**src/rtl/bram_read_stream_if.sv**
```systemverilog
// Handshake bundle between the read sequencer, the BRAM wrapper and the stream consumer.
// slave = the sequencer itself, master = the surrounding logic that drives commands, BRAM data and ready.
interface bram_read_stream_if #(
  parameter int DATA_WIDTH = 64,
  parameter int ADDR_WIDTH = 9,
  parameter int LEN_WIDTH  = 9
);
  logic                  i_cmd_v;
  logic [ADDR_WIDTH-1:0] i_cmd_addr;
  logic [LEN_WIDTH-1:0]  i_cmd_len;
  logic                  o_cmd_r;
  logic                  o_re;
  logic [ADDR_WIDTH-1:0] o_ra;
  logic [DATA_WIDTH-1:0] i_rd;
  logic                  o_v;
  logic [DATA_WIDTH-1:0] o_d;
  logic                  i_r;
  logic                  o_busy;

  modport slave (
    input  i_cmd_v, i_cmd_addr, i_cmd_len, i_rd, i_r,
    output o_cmd_r, o_re, o_ra, o_v, o_d, o_busy
  );

  modport master (
    output i_cmd_v, i_cmd_addr, i_cmd_len, i_rd, i_r,
    input  o_cmd_r, o_re, o_ra, o_v, o_d, o_busy
  );
endinterface

```
**src/rtl/bram_read_stream.sv**
```systemverilog
// Burst read sequencer for a fixed-latency BRAM, with a credit-guarded output FIFO
// that absorbs the read latency and presents the data as a valid/ready stream.
//
// state | meaning
// IDLE  | command ready; accepts a burst (len=0 is accepted and dropped)
// READ  | issuing one read per cycle while credit is available
module bram_read_stream #(
  parameter int DATA_WIDTH   = 64,
  parameter int RAM_DEPTH    = 512,
  parameter int ADDR_WIDTH   = $clog2(RAM_DEPTH),
  parameter int LEN_WIDTH    = 9,
  parameter int BRAM_LATENCY = 2,
  parameter int FIFO_DEPTH   = 4
) (
  input logic               clk2x,
  input logic               reset,
  bram_read_stream_if.slave bus
);
  // FIFO_DEPTH must be a power of two so the FIFO pointers wrap naturally.
  localparam int CW = $clog2(FIFO_DEPTH + 1);
  localparam int PW = $clog2(FIFO_DEPTH);
  localparam logic [CW-1:0] CREDIT_MAX = CW'(FIFO_DEPTH);

  typedef enum logic {IDLE, READ} state_t;

  state_t                state;
  logic                  cmd_r;
  logic [ADDR_WIDTH-1:0] ptr;
  logic [LEN_WIDTH-1:0]  remaining;
  logic [CW-1:0]         credit;
  logic [CW-1:0]         count;
  logic [BRAM_LATENCY-1:0] vpipe;
  logic [DATA_WIDTH-1:0] mem [FIFO_DEPTH];
  logic [PW-1:0]         wr_ptr;
  logic [PW-1:0]         rd_ptr;
  logic                  issue;
  logic                  wr;
  logic                  pop;

  // Issue uses the registered credit only; a pop in the same cycle frees a slot next cycle.
  assign issue = (state == READ) && (remaining != '0) && (credit < CREDIT_MAX);
  assign wr    = vpipe[BRAM_LATENCY-1];
  assign pop   = (count != '0) && bus.i_r;

  always_ff @(posedge clk2x or negedge reset) begin
    if (!reset) begin
      state     <= IDLE;
      cmd_r     <= 1'b0;
      ptr       <= '0;
      remaining <= '0;
    end else begin
      case (state)
        IDLE: begin
          cmd_r <= 1'b1;
          if (bus.i_cmd_v && cmd_r) begin
            ptr       <= bus.i_cmd_addr;
            remaining <= bus.i_cmd_len;
            if (bus.i_cmd_len != '0) begin
              state <= READ;
              cmd_r <= 1'b0;
            end
          end
        end
        READ: begin
          if (issue) begin
            ptr       <= ptr + ADDR_WIDTH'(1);
            remaining <= remaining - LEN_WIDTH'(1);
            if (remaining == LEN_WIDTH'(1)) begin
              state <= IDLE;
              cmd_r <= 1'b1;
            end
          end
        end
        default: begin
          state <= IDLE;
          cmd_r <= 1'b0;
        end
      endcase
    end
  end

  always_ff @(posedge clk2x or negedge reset) begin
    if (!reset) begin
      credit <= '0;
      count  <= '0;
      vpipe  <= '0;
      wr_ptr <= '0;
      rd_ptr <= '0;
      for (int i = 0; i < FIFO_DEPTH; i++) mem[i] <= '0;
    end else begin
      credit <= credit + CW'(issue) - CW'(pop);
      count  <= count + CW'(wr) - CW'(pop);
      vpipe  <= BRAM_LATENCY'({vpipe, issue});
      if (wr) begin
        mem[wr_ptr] <= bus.i_rd;
        wr_ptr      <= wr_ptr + PW'(1);
      end
      if (pop) rd_ptr <= rd_ptr + PW'(1);
    end
  end

  assign bus.o_cmd_r = cmd_r;
  assign bus.o_re    = issue;
  assign bus.o_ra    = ptr;
  assign bus.o_v     = (count != '0);
  assign bus.o_d     = mem[rd_ptr];
  assign bus.o_busy  = (state == READ) || (|vpipe) || (count != '0);
endmodule

```
**src/flat_wrapper.sv**
```systemverilog
// flat-port wrapper written by rule: the top's interface ports become plain ports
module bram_read_stream_flat 
#(
  parameter int DATA_WIDTH   = 64,
  parameter int RAM_DEPTH    = 512,
  parameter int ADDR_WIDTH   = $clog2(RAM_DEPTH),
  parameter int LEN_WIDTH    = 9,
  parameter int BRAM_LATENCY = 2,
  parameter int FIFO_DEPTH   = 4
)
  (clk2x, reset, bus_i_cmd_v, bus_i_cmd_addr, bus_i_cmd_len, bus_i_rd, bus_i_r, bus_o_cmd_r, bus_o_re, bus_o_ra, bus_o_v, bus_o_d, bus_o_busy);
  bram_read_stream_if #(.DATA_WIDTH(DATA_WIDTH), .ADDR_WIDTH(ADDR_WIDTH), .LEN_WIDTH(LEN_WIDTH)) bus_i ();
  input logic clk2x;
  input logic reset;
  input wire logic [$bits(bus_i.i_cmd_v)-1:0] bus_i_cmd_v;
  input wire logic [$bits(bus_i.i_cmd_addr)-1:0] bus_i_cmd_addr;
  input wire logic [$bits(bus_i.i_cmd_len)-1:0] bus_i_cmd_len;
  input wire logic [$bits(bus_i.i_rd)-1:0] bus_i_rd;
  input wire logic [$bits(bus_i.i_r)-1:0] bus_i_r;
  output wire logic [$bits(bus_i.o_cmd_r)-1:0] bus_o_cmd_r;
  output wire logic [$bits(bus_i.o_re)-1:0] bus_o_re;
  output wire logic [$bits(bus_i.o_ra)-1:0] bus_o_ra;
  output wire logic [$bits(bus_i.o_v)-1:0] bus_o_v;
  output wire logic [$bits(bus_i.o_d)-1:0] bus_o_d;
  output wire logic [$bits(bus_i.o_busy)-1:0] bus_o_busy;
  assign bus_i.i_cmd_v = bus_i_cmd_v;
  assign bus_i.i_cmd_addr = bus_i_cmd_addr;
  assign bus_i.i_cmd_len = bus_i_cmd_len;
  assign bus_i.i_rd = bus_i_rd;
  assign bus_i.i_r = bus_i_r;
  assign bus_o_cmd_r = bus_i.o_cmd_r;
  assign bus_o_re = bus_i.o_re;
  assign bus_o_ra = bus_i.o_ra;
  assign bus_o_v = bus_i.o_v;
  assign bus_o_d = bus_i.o_d;
  assign bus_o_busy = bus_i.o_busy;
  bram_read_stream #(.DATA_WIDTH(DATA_WIDTH), .RAM_DEPTH(RAM_DEPTH), .ADDR_WIDTH(ADDR_WIDTH), .LEN_WIDTH(LEN_WIDTH), .BRAM_LATENCY(BRAM_LATENCY), .FIFO_DEPTH(FIFO_DEPTH)) u_core (.clk2x(clk2x), .reset(reset), .bus(bus_i));
endmodule
```
**config.mk**
```make
export PLATFORM = sky130hd
export DESIGN_NAME = bram_read_stream_flat
export DESIGN_NICKNAME = d
export VERILOG_FILES = /design/src/rtl/bram_read_stream_if.sv /design/src/rtl/bram_read_stream.sv /design/src/flat_wrapper.sv
export SDC_FILE = /design/constraint.sdc
export NUM_CORES = 1
export LEC_CHECK = 0
export CAP_MARGIN = 20
export CORE_AREA = 5 5 185 187
export CTS_BUF_LIST = sky130_fd_sc_hd__clkbuf_8 sky130_fd_sc_hd__clkbuf_16
export DETAILED_ROUTE_END_ITERATION = 6
export DIE_AREA = 0 0 190 192
export GPL_TIMING_DRIVEN = 1
export PLACE_DENSITY_LB_ADDON = 0.05
export SYNTH_ARGS = -nofsm -noshare
export SYNTH_HDL_FRONTEND = slang
export SYNTH_SLANG_ARGS = --single-unit
```
**constraint.sdc**
```tcl
create_clock -name clk2x -period 5.69 [get_ports clk2x]
set_input_delay 0.8535 -clock clk2x [delete_from_list [all_inputs] [get_ports clk2x]]
set_output_delay 0.8535 -clock clk2x [all_outputs]
set_load 0.03 [all_outputs]
```
==> reports/qor.txt <==
postcts setup bufs - 0
FP Rows - 66
cell area after synthesis - 0.0128 mm²
final slew viol count - 0
Worst path top cell family by delay - buffers and inverters
filler cell count - 2700
Comb power frac - 46.8%
max frequency - 248 MHz
FF/Latch Area - 0.00721 mm²
critical path's slowest cell - dfrtp_4
Hold Path End - u_core.vpipe[1]
Clk pwr share - 18.7%
synthesis-to-finish area growth - 25.6%
Vias per Instance - 5.30
sequential fraction of design power - 34.5%
Die Wd - 190 µm
nature of the critical path startpoint - flip-flop
GR Overflow Total - 0
Pre-Repair DR Iteration Count - 4
half-perimeter wire length after placement - 18.4 mm
post-synth cell types - 50
HP Class - reg -> reg
largest net degree at the start of global routing - 132
count leader, synth - dfrtp_1
# setup viols final - 0
initial antenna violation count - 2
EDFF count, synth - 0
Slew headroom - 25.3%
CTS root buf - clkbuf_16
vias in the first global route - 8724
sequential-to-total area share from yosys stat - 56.3%
GRT Util Overall - 16.5%
Mean Syn Cell Area - 16.0 µm²
1st-iter DRT viols - 319
Synthesized Nets - 902
Post-synth top cells - dfrtp_1 (288), mux2_2 (256), mux4_2 (64), buf_2 (34), nand2_1 (15)
Placeable Area - 0.0323 mm²
status - finished, final reports clean
Cell Chain, Critical Path - buf_4, mux4_2, clkdlybuf4s50_1
CP peak stage delay - 1.02 ns
synthesized flop and latch total - 288
DP Area - 0.0150 mm²
r2r startpoint - u_core.state
Ports - 163
clock sinks - 288
# nets final - 1063
WP data arrival - 3.19 ns
Cells on Worst Hold Path - 0
RSZ-0062 raised after global routing - false
number of synthesis warnings - 0
internal power - 7290 µW
worst setup path class - reg -> out
setup_tns - 0 ns
vias post-DR - 7578
Max FO, Critical Path - 40
Clock Path Buffers - 3
initial cell density of the core - 39.7%
Worst R2R Setup Slack - 2.96 ns
CP Buf/Inv Count - 2
proportion of layout cells with a drive suffix above 1 - 40.2%
top post-synthesis cells by area - dfrtp_1 (56%), mux2_2 (23%), mux4_2 (11%)
skew final - 0.0153 ns
Reg2Reg Depth - 8
WL/cell - 20.7 µm
CTS Hold Bufs - 0
final hold vios - 0
later-pin clock latency in the skew report - 0.50 ns
TritonCTS clock tree - yes
PwrDens - 708 mW/mm²
minimum clock period - 4.04 ns
die area - 0.0365 mm²
die height - 192 µm
# DRC - 0
VDD IR max - 0.488 mV
sw frac - 35.9%
Net Switching - 4090 µW
min-delay src - u_core.vpipe[0]
CP required - 4.84 ns
worst-margin pin slew - 1.12 ns
post_cts resized - 0
Max-Cap Viols - 0
async set or reset register ratio after synthesis - 100%
CTS Buf Count - 34
H-tree Lvls - 2
GP Congestion - 0.793
antenna-violating nets left - 0
input/output buffers - 162
Synth top area share - 56.3%
Hold Slack - 0.376 ns
multi-input logic area - 0.00535 mm²
Clk pin slew, worst setup/hold paths - 0.06 ns
Design Area, Final - 0.0161 mm²
Mapped Cells - 802
first-pass GRT wire length - 48.0 mm
detailed-route wire length - 29.7 mm
Leak Pwr - 0.00662 µW
Worst R2R End - u_core.credit[2]
commonest register cell after synthesis - dfrtp_1
fin crit share - 71.0%
Synth area leader - dfrtp_1
Critical Path Sink Type - output pin
[area by class of cell]
class | instances | share of cell area, %
timing repair buffer | 170 | 11.1
antenna | 1 | 0.0156
sequential | 288 | 44.9
multi-input combinational | 455 | 33.3
tap | 442 | 3.44
clock buffer | 42 | 6.05
inverter | 14 | 0.342
clock inverter | 19 | 0.934
[power groups by stage]
| stage | logic [µW] | clock network [µW] | registers [µW] |
|---|---|---|---|
| after global routing | 5700 | 2290 | 4080 |
| after global placement | 5240 | 0 | 3880 |
| after detailed placement | 5410 | 0 | 3970 |
| after floorplan | 3850 | 0 | 3560 |
| final | 5330 | 2130 | 3930 |
| after CTS | 5430 | 2210 | 3940 |
[state kept, by name (all words and copies together) (netlist names)]
| register | count |
|---|---|
| u_core.wr_ptr | 2 |
| u_core.state | 1 |
| u_core.mem | 256 |
| u_core.credit | 3 |
| u_core.remaining | 9 |
| u_core.count | 3 |
| u_core.rd_ptr | 2 |
| u_core.bus.o_cmd_r | 1 |
| u_core.bus.o_ra | 9 |
| u_core.vpipe | 2 |
[worst reg2reg max path: stages, from the launching register on]
cell      delay (ns)
dfrtp_1         0.89
nand2b_1        0.18
a31o_4          0.33
ha_1            0.30
inv_1           0.04
ha_1            0.20
fa_1            0.38
xor2_1          0.18
xnor2_1         0.13
[worst max path at each step]
stage	start	endpoint	slack, ns	depth (start not counted)
floorplan	u_core.count[2]	u_core.credit[2]	3.28	8
detailed placement	u_core.rd_ptr[0]	bus_o_d[25]	2.07	3
finish	u_core.rd_ptr[0]	bus_o_d[25]	1.65	3
global route	u_core.rd_ptr[0]	bus_o_d[31]	1.42	3
CTS	u_core.rd_ptr[0]	bus_o_d[25]	1.53	3
global placement	u_core.rd_ptr[0]	bus_o_d[31]	2.12	3
[stage by stage]
stage	instances	total power, µW	setup WS [ns]	utilization (%)
2_1_floorplan	802	7410	3.28	-
6_report	1431	11400	1.65	49.8
3_3_place_gp	1365	9120	2.12	46.0
4_1_cts	1430	11600	1.53	49.8
3_5_place_dp	1369	9380	2.07	46.3
5_1_grt	1431	12100	1.42	49.8
[metal layers]
metal / up-vias / part of all wire (%) / global-route usage [%]
met5: - / 0.044 / 0
met4: 2 / 2.0 / 4.81
met3: 46 / 5.3 / 3.76
met2: 190 / 50 / 28.6
met1: 3984 / 42 / 21.0
li1: 3356 / - / -
[cell families (layout without fill, tap and decap cells)]
family / Yosys count / count (layout) / synth area share [%]
muxes: 324 / 324 / 34.1
DFF: 288 / 288 / 56.3
and+or+nand+nor: 62 / 62 / 2.61
buffers and inverters: 59 / 245 / 2.17
AOI/OAI and AO/OA: 48 / 48 / 2.88
adders and majority gates: 14 / 14 / 1.49
xor gates and xnor gates: 7 / 7 / 0.479
other: 0 / 1 / 0
[cells in the final DEF (no fill, tap or decap), types with 7 or more instances in the layout]
cell type / n
dfrtp_1: 286
mux2_2: 256
clkdlybuf4s50_1: 161
mux4_2: 64
clkbuf_16: 35
inv_1: 19
nor2_1: 12
ha_1: 12
nand2_1: 11
nor3_1: 8
o21ai_0: 8
clkinv_2: 7
clkbuf_8: 7
Power figures use the tool's default switching activity.
